--- config.mk ---
export PLATFORM = sky130hd
export DESIGN_NAME = ahb_multi_ch_bridge
export DESIGN_NICKNAME = d
export VERILOG_FILES = /design/src/rtl/ahb_bridge_pkg.sv /design/src/rtl/ahb_bridge_strb_gen.sv /design/src/rtl/ahb_multi_ch_bridge.sv
export SDC_FILE = /design/constraint.sdc
export NUM_CORES = 1
export LEC_CHECK = 0
export CAP_MARGIN = 30
export CORE_AREA = 4 4 122 124
export CTS_BUF_LIST = sky130_fd_sc_hd__clkbuf_8
export CTS_CLUSTER_DIAMETER = 100
export CTS_CLUSTER_SIZE = 24
export DETAILED_ROUTE_END_ITERATION = 12
export DIE_AREA = 0 0 126 128
export GPL_TIMING_DRIVEN = 0
export SLEW_MARGIN = 5
export SYNTH_ARGS = -nofsm -noshare
export SYNTH_HDL_FRONTEND = slang
export SYNTH_SLANG_ARGS = --single-unit
--- constraint.sdc ---
create_clock -name h_clk -period 2.6 [get_ports h_clk]
set_input_delay 0.39 -clock h_clk [delete_from_list [all_inputs] [get_ports h_clk]]
set_output_delay 0.39 -clock h_clk [all_outputs]
set_load 0.02 [all_outputs]
--- src/rtl/ahb_bridge_pkg.sv ---
// Shared types and constants for the multi-channel AHB-Lite register bridge.
package ahb_bridge_pkg;

    typedef enum logic [1:0] {
        HTRANS_IDLE   = 2'b00,
        HTRANS_BUSY   = 2'b01,
        HTRANS_NONSEQ = 2'b10,
        HTRANS_SEQ    = 2'b11
    } htrans_t;

    typedef enum logic [2:0] {
        HSIZE_BYTE  = 3'd0,
        HSIZE_HALF  = 3'd1,
        HSIZE_WORD  = 3'd2,
        HSIZE_DWORD = 3'd3,
        HSIZE_4W    = 3'd4,
        HSIZE_8W    = 3'd5,
        HSIZE_16W   = 3'd6,
        HSIZE_32W   = 3'd7
    } hsize_t;

    localparam logic HRESP_OKAY  = 1'b0;
    localparam logic HRESP_ERROR = 1'b1;

    typedef logic [1:0] bridge_state_t;

    localparam bridge_state_t ST_IDLE   = 2'd0;
    localparam bridge_state_t ST_ACCESS = 2'd1;
    localparam bridge_state_t ST_ERR1   = 2'd2;
    localparam bridge_state_t ST_ERR2   = 2'd3;

    function automatic int unsigned size_bytes(input logic [2:0] size);
        return 32'd1 << size;
    endfunction

endpackage

--- src/rtl/ahb_bridge_strb_gen.sv ---
// Byte-lane mask for an AHB transfer plus size/alignment legality check.
module ahb_bridge_strb_gen
    import ahb_bridge_pkg::*;
#(
    parameter int unsigned DATA_W = 32,
    localparam int unsigned STRB_W = DATA_W / 8,
    localparam int unsigned BYTE_W = $clog2(STRB_W)
) (
    input  logic [BYTE_W-1:0] addr_lo,
    input  logic [2:0]        size,
    input  logic [STRB_W-1:0] wstrb,
    output logic [STRB_W-1:0] strb,
    output logic              err
);

    int unsigned nbytes;
    int unsigned lo;

    always_comb begin
        nbytes = size_bytes(size);
        lo     = 32'(addr_lo);
        err    = (nbytes > STRB_W) || ((lo & (nbytes - 32'd1)) != 32'd0);
        strb   = '0;
        for (int unsigned i = 0; i < STRB_W; i++) begin
            strb[i] = wstrb[i] && (i >= lo) && (i < lo + nbytes);
        end
    end

endmodule

--- src/rtl/ahb_multi_ch_bridge.sv ---
// AHB-Lite slave fanning one address window out to NUM_CH register ports.
// Optional p_ready timeout is enabled by defining AHB_BRIDGE_TIMEOUT_EN.
module ahb_multi_ch_bridge
    import ahb_bridge_pkg::*;
#(
    parameter int unsigned DATA_W      = 32,
    parameter int unsigned ADDR_W      = 32,
    parameter int unsigned NUM_WORDS   = 64,
    parameter int unsigned NUM_CH      = 4,
    parameter int unsigned TIMEOUT_CYC = 255,
    localparam int unsigned STRB_W = DATA_W / 8,
    localparam int unsigned BYTE_W = $clog2(STRB_W),
    localparam int unsigned OFF_W  = $clog2(NUM_WORDS),
    localparam int unsigned CH_W   = (NUM_CH > 1) ? $clog2(NUM_CH) : 0,
    localparam int unsigned BASE_W = ADDR_W - BYTE_W - OFF_W - CH_W
) (
    input  logic                     h_clk,
    input  logic                     h_resetn,
    input  logic                     h_sel,
    input  logic [ADDR_W-1:0]        h_addr,
    input  logic [1:0]               h_trans,
    input  logic                     h_write,
    input  logic [2:0]               h_size,
    input  logic [2:0]               h_burst,
    input  logic [DATA_W-1:0]        h_wdata,
    input  logic [STRB_W-1:0]        h_wstrb,
    input  logic                     h_ready_in,
    output logic [DATA_W-1:0]        h_rdata,
    output logic                     h_ready,
    output logic                     h_resp,
    input  logic [BASE_W-1:0]        base_addr,
    output logic [NUM_CH-1:0]        p_sel,
    output logic [OFF_W-1:0]         p_offset,
    output logic                     p_wen,
    output logic                     p_ren,
    output logic [DATA_W-1:0]        p_wdata,
    output logic [STRB_W-1:0]        p_strb,
    input  logic [NUM_CH*DATA_W-1:0] p_rdata,
    input  logic [NUM_CH-1:0]        p_ready,
    input  logic [NUM_CH-1:0]        p_slverr
);

    localparam int unsigned CH_RW   = (CH_W > 0) ? CH_W : 1;
    localparam int unsigned BASE_LO = BYTE_W + OFF_W + CH_W;

    bridge_state_t     state_q, state_d;
    logic [CH_RW-1:0]  ch_q, ch_in;
    logic [OFF_W-1:0]  offset_q;
    logic              write_q;
    logic [STRB_W-1:0] lane_q, lane_in;
    logic              size_err, cap_err, addr_valid, accept, done;
    logic              ch_ready, ch_err;
    logic [DATA_W-1:0] ch_rdata;
    htrans_t           trans;

    // Bursts need no special handling: every beat carries its own address.
    logic unused_burst;
    assign unused_burst = ^h_burst;

    if (CH_W > 0) begin : g_ch
        assign ch_in = h_addr[BYTE_W+OFF_W +: CH_W];
    end else begin : g_no_ch
        assign ch_in = '0;
    end

    ahb_bridge_strb_gen #(
        .DATA_W (DATA_W)
    ) u_strb_gen (
        .addr_lo (h_addr[BYTE_W-1:0]),
        .size    (h_size),
        .wstrb   ({STRB_W{1'b1}}),
        .strb    (lane_in),
        .err     (size_err)
    );

    assign trans      = htrans_t'(h_trans);
    assign addr_valid = h_sel && h_ready_in &&
                        (trans == HTRANS_NONSEQ || trans == HTRANS_SEQ);
    assign cap_err    = size_err || (h_addr[ADDR_W-1:BASE_LO] != base_addr) ||
                        (32'(ch_in) >= NUM_CH);
    assign accept     = done && addr_valid;

    assign ch_ready = p_ready[ch_q];
    assign ch_err   = p_slverr[ch_q];
    assign ch_rdata = p_rdata[ch_q*DATA_W +: DATA_W];
    assign p_offset = offset_q;
    assign p_wdata  = h_wdata;

`ifdef AHB_BRIDGE_TIMEOUT_EN
    localparam int unsigned CNT_W = ($clog2(TIMEOUT_CYC + 1) > 8) ? $clog2(TIMEOUT_CYC + 1) : 8;
    logic [CNT_W-1:0] cnt_q, cnt_d;
`else
    logic unused_timeout;
    assign unused_timeout = ^TIMEOUT_CYC;
`endif

    always_comb begin
        state_d = state_q;
        h_ready = 1'b1;
        h_resp  = HRESP_OKAY;
        h_rdata = '0;
        p_sel   = '0;
        p_wen   = 1'b0;
        p_ren   = 1'b0;
        p_strb  = '0;
        done    = 1'b0;
`ifdef AHB_BRIDGE_TIMEOUT_EN
        cnt_d   = '0;
`endif
        case (state_q)
            ST_IDLE: done = 1'b1;
            ST_ACCESS: begin
                p_sel[ch_q] = 1'b1;
                p_wen       = write_q;
                p_ren       = !write_q;
                if (write_q) p_strb = lane_q & h_wstrb;
                if (ch_ready) begin
                    if (ch_err) begin
                        h_ready = 1'b0;
                        state_d = ST_ERR1;
                    end else begin
                        done = 1'b1;
                        if (!write_q) h_rdata = ch_rdata;
                    end
                end else begin
                    h_ready = 1'b0;
`ifdef AHB_BRIDGE_TIMEOUT_EN
                    if (32'(cnt_q) + 32'd1 >= TIMEOUT_CYC) begin
                        state_d = ST_ERR1;
                    end else begin
                        cnt_d = cnt_q + 1'b1;
                    end
`endif
                end
            end
            ST_ERR1: begin
                h_ready = 1'b0;
                h_resp  = HRESP_ERROR;
                state_d = ST_ERR2;
            end
            ST_ERR2: begin
                h_resp = HRESP_ERROR;
                done   = 1'b1;
            end
            default: state_d = ST_IDLE;
        endcase
        // Completion cycles double as the next address phase.
        if (done) state_d = accept ? (cap_err ? ST_ERR1 : ST_ACCESS) : ST_IDLE;
    end

    always_ff @(posedge h_clk or negedge h_resetn) begin
        if (!h_resetn) begin
            state_q  <= ST_IDLE;
            ch_q     <= '0;
            offset_q <= '0;
            write_q  <= 1'b0;
            lane_q   <= '0;
        end else begin
            state_q <= state_d;
            if (accept) begin
                ch_q     <= ch_in;
                offset_q <= h_addr[BYTE_W +: OFF_W];
                write_q  <= h_write;
                lane_q   <= lane_in;
            end
        end
    end

`ifdef AHB_BRIDGE_TIMEOUT_EN
    always_ff @(posedge h_clk or negedge h_resetn) begin
        if (!h_resetn) cnt_q <= '0;
        else           cnt_q <= cnt_d;
    end
`endif

endmodule

# After elaboration in Yosys (flattened, before gate mapping)
# Cells that the tools add are included.
# op_classes
addsub	2
magnitude_cmp	10
n_eq_ne	8
shift	2
mux	26
n_bitwise	2
reduce_logical	17
# op_table
operator	count
32-bit 2-to-1 mux	4
128-bit by 8-bit variable part select with 32-bit output	1
1-bit by 32-bit less-than comparator with 1-bit output (first input constant)	2
2-bit by 32-bit less-than comparator with 1-bit output (first input constant)	2
2-bit by 32-bit adder with 32-bit output	1
2-bit by 32-bit AND with 32-bit output	1
32-bit by 3-bit > comparator with 1-bit output (second input constant)	1
32-bit nonzero test	1
1-bit by 3-bit << shifter with 32-bit output (first input constant)	1
32-bit by 1-bit subtractor with 32-bit output (second input constant)	1
22-bit != test	1
4-bit 2-to-1 mux	3
2-bit 2-to-1 mux	5
2-bit equality test (second input constant)	4
1-bit 2-to-1 mux	8
1-bit logical AND	7
3-bit != test (second input constant)	2
4-bit AND	1
1-bit binary-select mux with 2-bit select	2
1-bit by 2-bit greater-or-equal comparator with 1-bit output (first input constant)	2
1-bit one-hot mux with 2 select lines	2
2-bit one-hot mux with 2 select lines	1
2-bit OR reduction	2
1-bit logical OR	3
9 further kinds	9
# word_totals
regBits	15
inputBits	239
output_inout_bits	82
wordCells	72

# Longest topological paths before layout
# logic_depth
depth_word	9
depth_mapped	11
ltp_nobuf	11

# Hierarchy
# From an unflattened synthesis, not the netlist that was laid out.
# hier_totals
hier_cells	236
hier_area_um2	2498.6
# modules_own_cells
mod	n_inst	cells_each	area_per_inst_um2	seq_area_each_um2
ahb_multi_ch_bridge	1	205	2263.4	375.4
ahb_bridge_strb_gen	1	31	235.2	0.0

# Worst setup path before layout
# No wires, ideal clock.
# synth_path
kind	input-to-reg
from	input port h_size[1]
to	register state_q[0]
setup_ns	0.066
t_arrival_ns	2.214
required_ns	2.534
slack_ns	0.320
cell_stages	8
path_buffers	0
cell_sequence	or3_1 ha_1 inv_1 a2111oi_0 nand4_1 or4_1 nor2_1 o32a_1
# synth_via
elab_chain_len	9
elab_cells_between_ends	10
classes_between	1 x add/sub; 1 x order compare; 1 x shift; 3 x mux; 1 x bitwise; 3 x reduce/logical
# synth_lines
element	line	source
start, declared	ahb_multi_ch_bridge.sv:23	input logic [2:0] h_size,
1-bit by 3-bit << shifter with 32-bit output (*)	ahb_bridge_pkg.sv:33	return 32'd1 << size;
32-bit by 1-bit subtractor with 32-bit output	ahb_bridge_strb_gen.sv:22	err = (nbytes > STRB_W) || ((lo & (nbytes - 32'd1)) != 32'd0);
2-bit by 32-bit AND with 32-bit output	ahb_bridge_strb_gen.sv:22	
32-bit nonzero test	ahb_bridge_strb_gen.sv:22	
1-bit logical OR (*)	ahb_bridge_strb_gen.sv:22	
1-bit logical OR (*)	ahb_multi_ch_bridge.sv:79	assign cap_err = size_err || (h_addr[ADDR_W-1:BASE_LO] != base_addr) ||
2-bit 2-to-1 mux (*) (3 in series)	ahb_multi_ch_bridge.sv:148	if (done) state_d = accept ? (cap_err ? ST_ERR1 : ST_ACCESS) : ST_IDLE;
end signal, assigned	ahb_multi_ch_bridge.sv:159	state_q <= state_d;
end, declared	ahb_multi_ch_bridge.sv:46	bridge_state_t state_q, state_d;
# Every way passes the cells marked *; elsewhere a longest branch is shown, timed or not.
# A chain may end at the register's enable or synchronous reset.

# Worst setup path in the final report
# layout_path
from	register state_q[0]
to	output port h_rdata[26]
# layout_via
elab_chain_len	2
# layout_lines
element	line	source
2-bit by 1-bit equality test with 1-bit output	ahb_multi_ch_bridge.sv:110	case (state_q)
32-bit 2-to-1 mux	ahb_multi_ch_bridge.sv:110	
end, declared	ahb_multi_ch_bridge.sv:28	output logic [DATA_W-1:0] h_rdata,
# No other way between the ends.

==> impl_metrics.toml <==
[synth]
yosysSeqAreaShare = 0.1527
synth_nets = 482
ys_ff_latch = 15
synth_cell_type_count = 39
synthesis.instances = 235
synthesis.area_per_instance_sq_um = 10.46
ys_warn_count = 0
synth-async-reset-ratio = 1.000
synth_largest_area_cell = "mux4_2"
yosysTopAreaCellShare = 0.3024
ys_top_cells_by_area = "mux4_2 (30%), dfrtp_1 (15%), buf_4 (9.8%), nor2b_1 (8.1%), xnor2_1 (4.3%)"
synth_enable_flop_cells = 0
synth.most_common_cell = "mux4_2"
post_synth_most_frequent_cells = "mux4_2 (33), buf_4 (32), nor2b_1 (32), dfrtp_1 (15)"
mappedNetlistArea_sq_mm = 0.002457
synth_ff_type = "dfrtp_1"

[final_layout]
drive_above_1_share = 0.3011
area_growth_pct = 135.8
layout.cells.non_filler = 718
antenna_cells = 0
area_taken_by_multi_input_logic_gates_sq_mm = 0.001837
sequential_cell_area_sq_um = 375.4
n_fill_cell = 1359
final_net_count = 786

[placed_design]
routabilityCongestion = 0.8766
pre_cts_ws_ps = -547.3
detailedPlacementHpwl_mm = 10.74
placed_cells_incl_taps = 699
numPortBuffers = 284

[min_path]
holdPathStages = 2
worstHoldStart = "lane_q[1]"
worst_hold_path_type = "register to register"
worst_hold_path.endpoint = "lane_q[1]"

[critical_path]
crit_arrival_ps = 2160
cpMaxStageDelayCell = "or3_4"
timing.critical_path.slowest_cell_delay_ps = 500
worstPathMaxFanout = 8
reg2reg_to = "ch_q[0]"
worstSetupStartpointType = "register"
criticalPathCategory = "register to output pin"
r2r_cells = 6
ff2ff_setup_slack_ps = 550
cp_cell_sequence = "ha_4 -> nand2_2 -> o22a_1 -> or3_4 -> buf_8 -> nor2b_1 -> buf_4"
regToRegStartpoint = "ch_q[0]"
worst-endpoint-required_ps = 2210
setup_crit_end_kind = "output pin"

[flow_run]
maxCapViolations = 0

[grt]
globalRouteTotalUtil = 0.1406
grt_pass1_wl_mm = 18.00
grt_overflow_total = 0
grt_max_degree = 16
initial_antenna_violation_count = 1
first_global_vias = 3353

[pwr]
pleak_nw = 2.343
cellPowerDensity_mw_per_mm2 = 577.7
ir_drop_mv = 0.1701
power_mw = 3.347

[timing]
achievable-frequency_ghz = 0.3918
layout_setup_ws_ps = 47.51
period_share = 0.9817
timing.clock.skew_ps = 2.330
hold_slack_ps = 461.5
setup_viol_count_final = 0
min_period_ps = 2552
final_hold_viol_count = 0
relSlewSlack = 0.5017
report.final.slew_viol_count = 0
timing_worst_slew_pin_value_ps = 745.2
setup_repair_after_global_routing_missed_its_margin = "true"

[clock_network]
clock_tree_from_tritoncts = "yes"
cts_num_sinks = 15
cts_buffers = 3
cts-root-buf = "clkbuf_8"
cts_hold_repair.buffers = 0
h-tree-depth = 1
clk_transition_reported_paths_ps = 60
clock_path_buffers = 2
insertion_delay_ps = 250

[route]
routed_via_density = 4.184
drt_drc_violations_left = 0
detailedRoute.firstIterationViolations = 50
first_pass_iters = 4
drt-total-wl_mm = 12.48
ant_nets = 0
wl_per_cell_microns = 17.39
dr_total_vias = 3004

[die]
std_cell_rows = 43
core_ar_sq_mm = 0.01377
floorplan.die_area_sq_mm = 0.01613
die_height_microns = 128
design.portCount = 321
initial_core_util = 0.1784
die_w_microns = 126

[outcome]
outcome = "complete, no violations"
## power by group
part | leakage [nW] | internal, mW | total, mW | switching (mW)
registers | 0.182 | 0.351 | 0.431 | 0.0804
logic | 2.13 | 1.62 | 2.72 | 1.11
clock network | 0.0255 | 0.106 | 0.192 | 0.0860
## stage by stage
stage,setup TNS (ps),utilization,cell area (sq um)
6_report,0,0.4207,5794
5_1_grt,-857.9,0.4207,5794
4_1_cts,-911.7,0.4092,5637
3_5_place_dp,-17120,0.4012,5525
3_3_place_gp,-17070,0.4012,5525
2_1_floorplan,0,-,2457
## cell type report
type / count / share of cell area
timing repair buffer: 299 / 0.5077
multi-input combinational: 167 / 0.3170
sequential: 15 / 0.06478
buffer: 44 / 0.05787
tap: 180 / 0.03887
clock buffer: 3 / 0.007126
inverter: 9 / 0.005830
clock inverter: 1 / 0.0008637
## state kept, by name, indices dropped and copies added (netlist names)
| register | cells |
|---|---|
| state_q | 2 |
| ch_q | 2 |
| lane_q | 4 |
| p_offset | 6 |
| write_q | 1 |
## logic make-up (layout without fill, tap and decap cells)
kind of cell | Yosys count | after routing | share of synthesized area
buf+inv | 53 | 356 | 0.1466
flops | 15 | 15 | 0.1527
fa+ha+maj | 8 | 8 | 0.04379
simple gates | 78 | 78 | 0.1797
xor+xnor | 22 | 22 | 0.07841
compound gates | 15 | 15 | 0.04125
mux | 44 | 44 | 0.3574
## cells in the final DEF, fill, tap and decap left out, types with 4 or more instances in the layout
cell type        count
nor2b_4              6
xor2_1              10
nor2b_1             18
clkdlybuf4s50_1    244
mux4_2              33
buf_6               17
inv_1                8
nand4_1              4
xnor2_1             12
nand2_1             11
nor2_1              10
o21ai_0              5
and3_1               4
nor2b_2             10
dlygate4sd2_1        8
buf_4               63
mux2_4               4
ha_1                 6
mux2_2               4
buf_2                6
dfrtp_1             15
## worst max path at each step
stage	startpoint	to	slack, ps	cells after the start
detailed placement	h_size[1]	state_q[0]	-550	9
global placement	h_size[1]	state_q[0]	-590	9
global route	state_q[0]	h_rdata[6]	-50	7
finish	state_q[0]	h_rdata[26]	50	7
floorplan	h_size[1]	state_q[0]	320	8
CTS	ch_q[0]	h_rdata[11]	-70	6
## layer usage
layer | share of wire | global-route usage | vias to the layer above
li1 | - | - | 1423
met1 | 0.36 | 0.1521 | 1390
met2 | 0.54 | 0.2789 | 183
met3 | 0.092 | 0.04125 | 6
met4 | 0.0037 | 0.01262 | 2
met5 | 0.00056 | 0 | -
## what timing repair did
action / in CTS / in global routing
resized for setup: 188 / 28
buffers inserted: 4 / 8
cloned: 3 / 0
pin swaps: 3 / 2
endpoints found under the setup margin: 39 / 31
## worst max-delay path, delay by kind of cell (launching register included)
kind | cells | cell delay [ps]
AOI/OAI and AO/OA | 1 | 220
adders and majority gates | 1 | 210
buffers and inverters | 2 | 330
DFF | 1 | 450
and+or+nand+nor | 3 | 700
(Power assumes the default switching activity.)
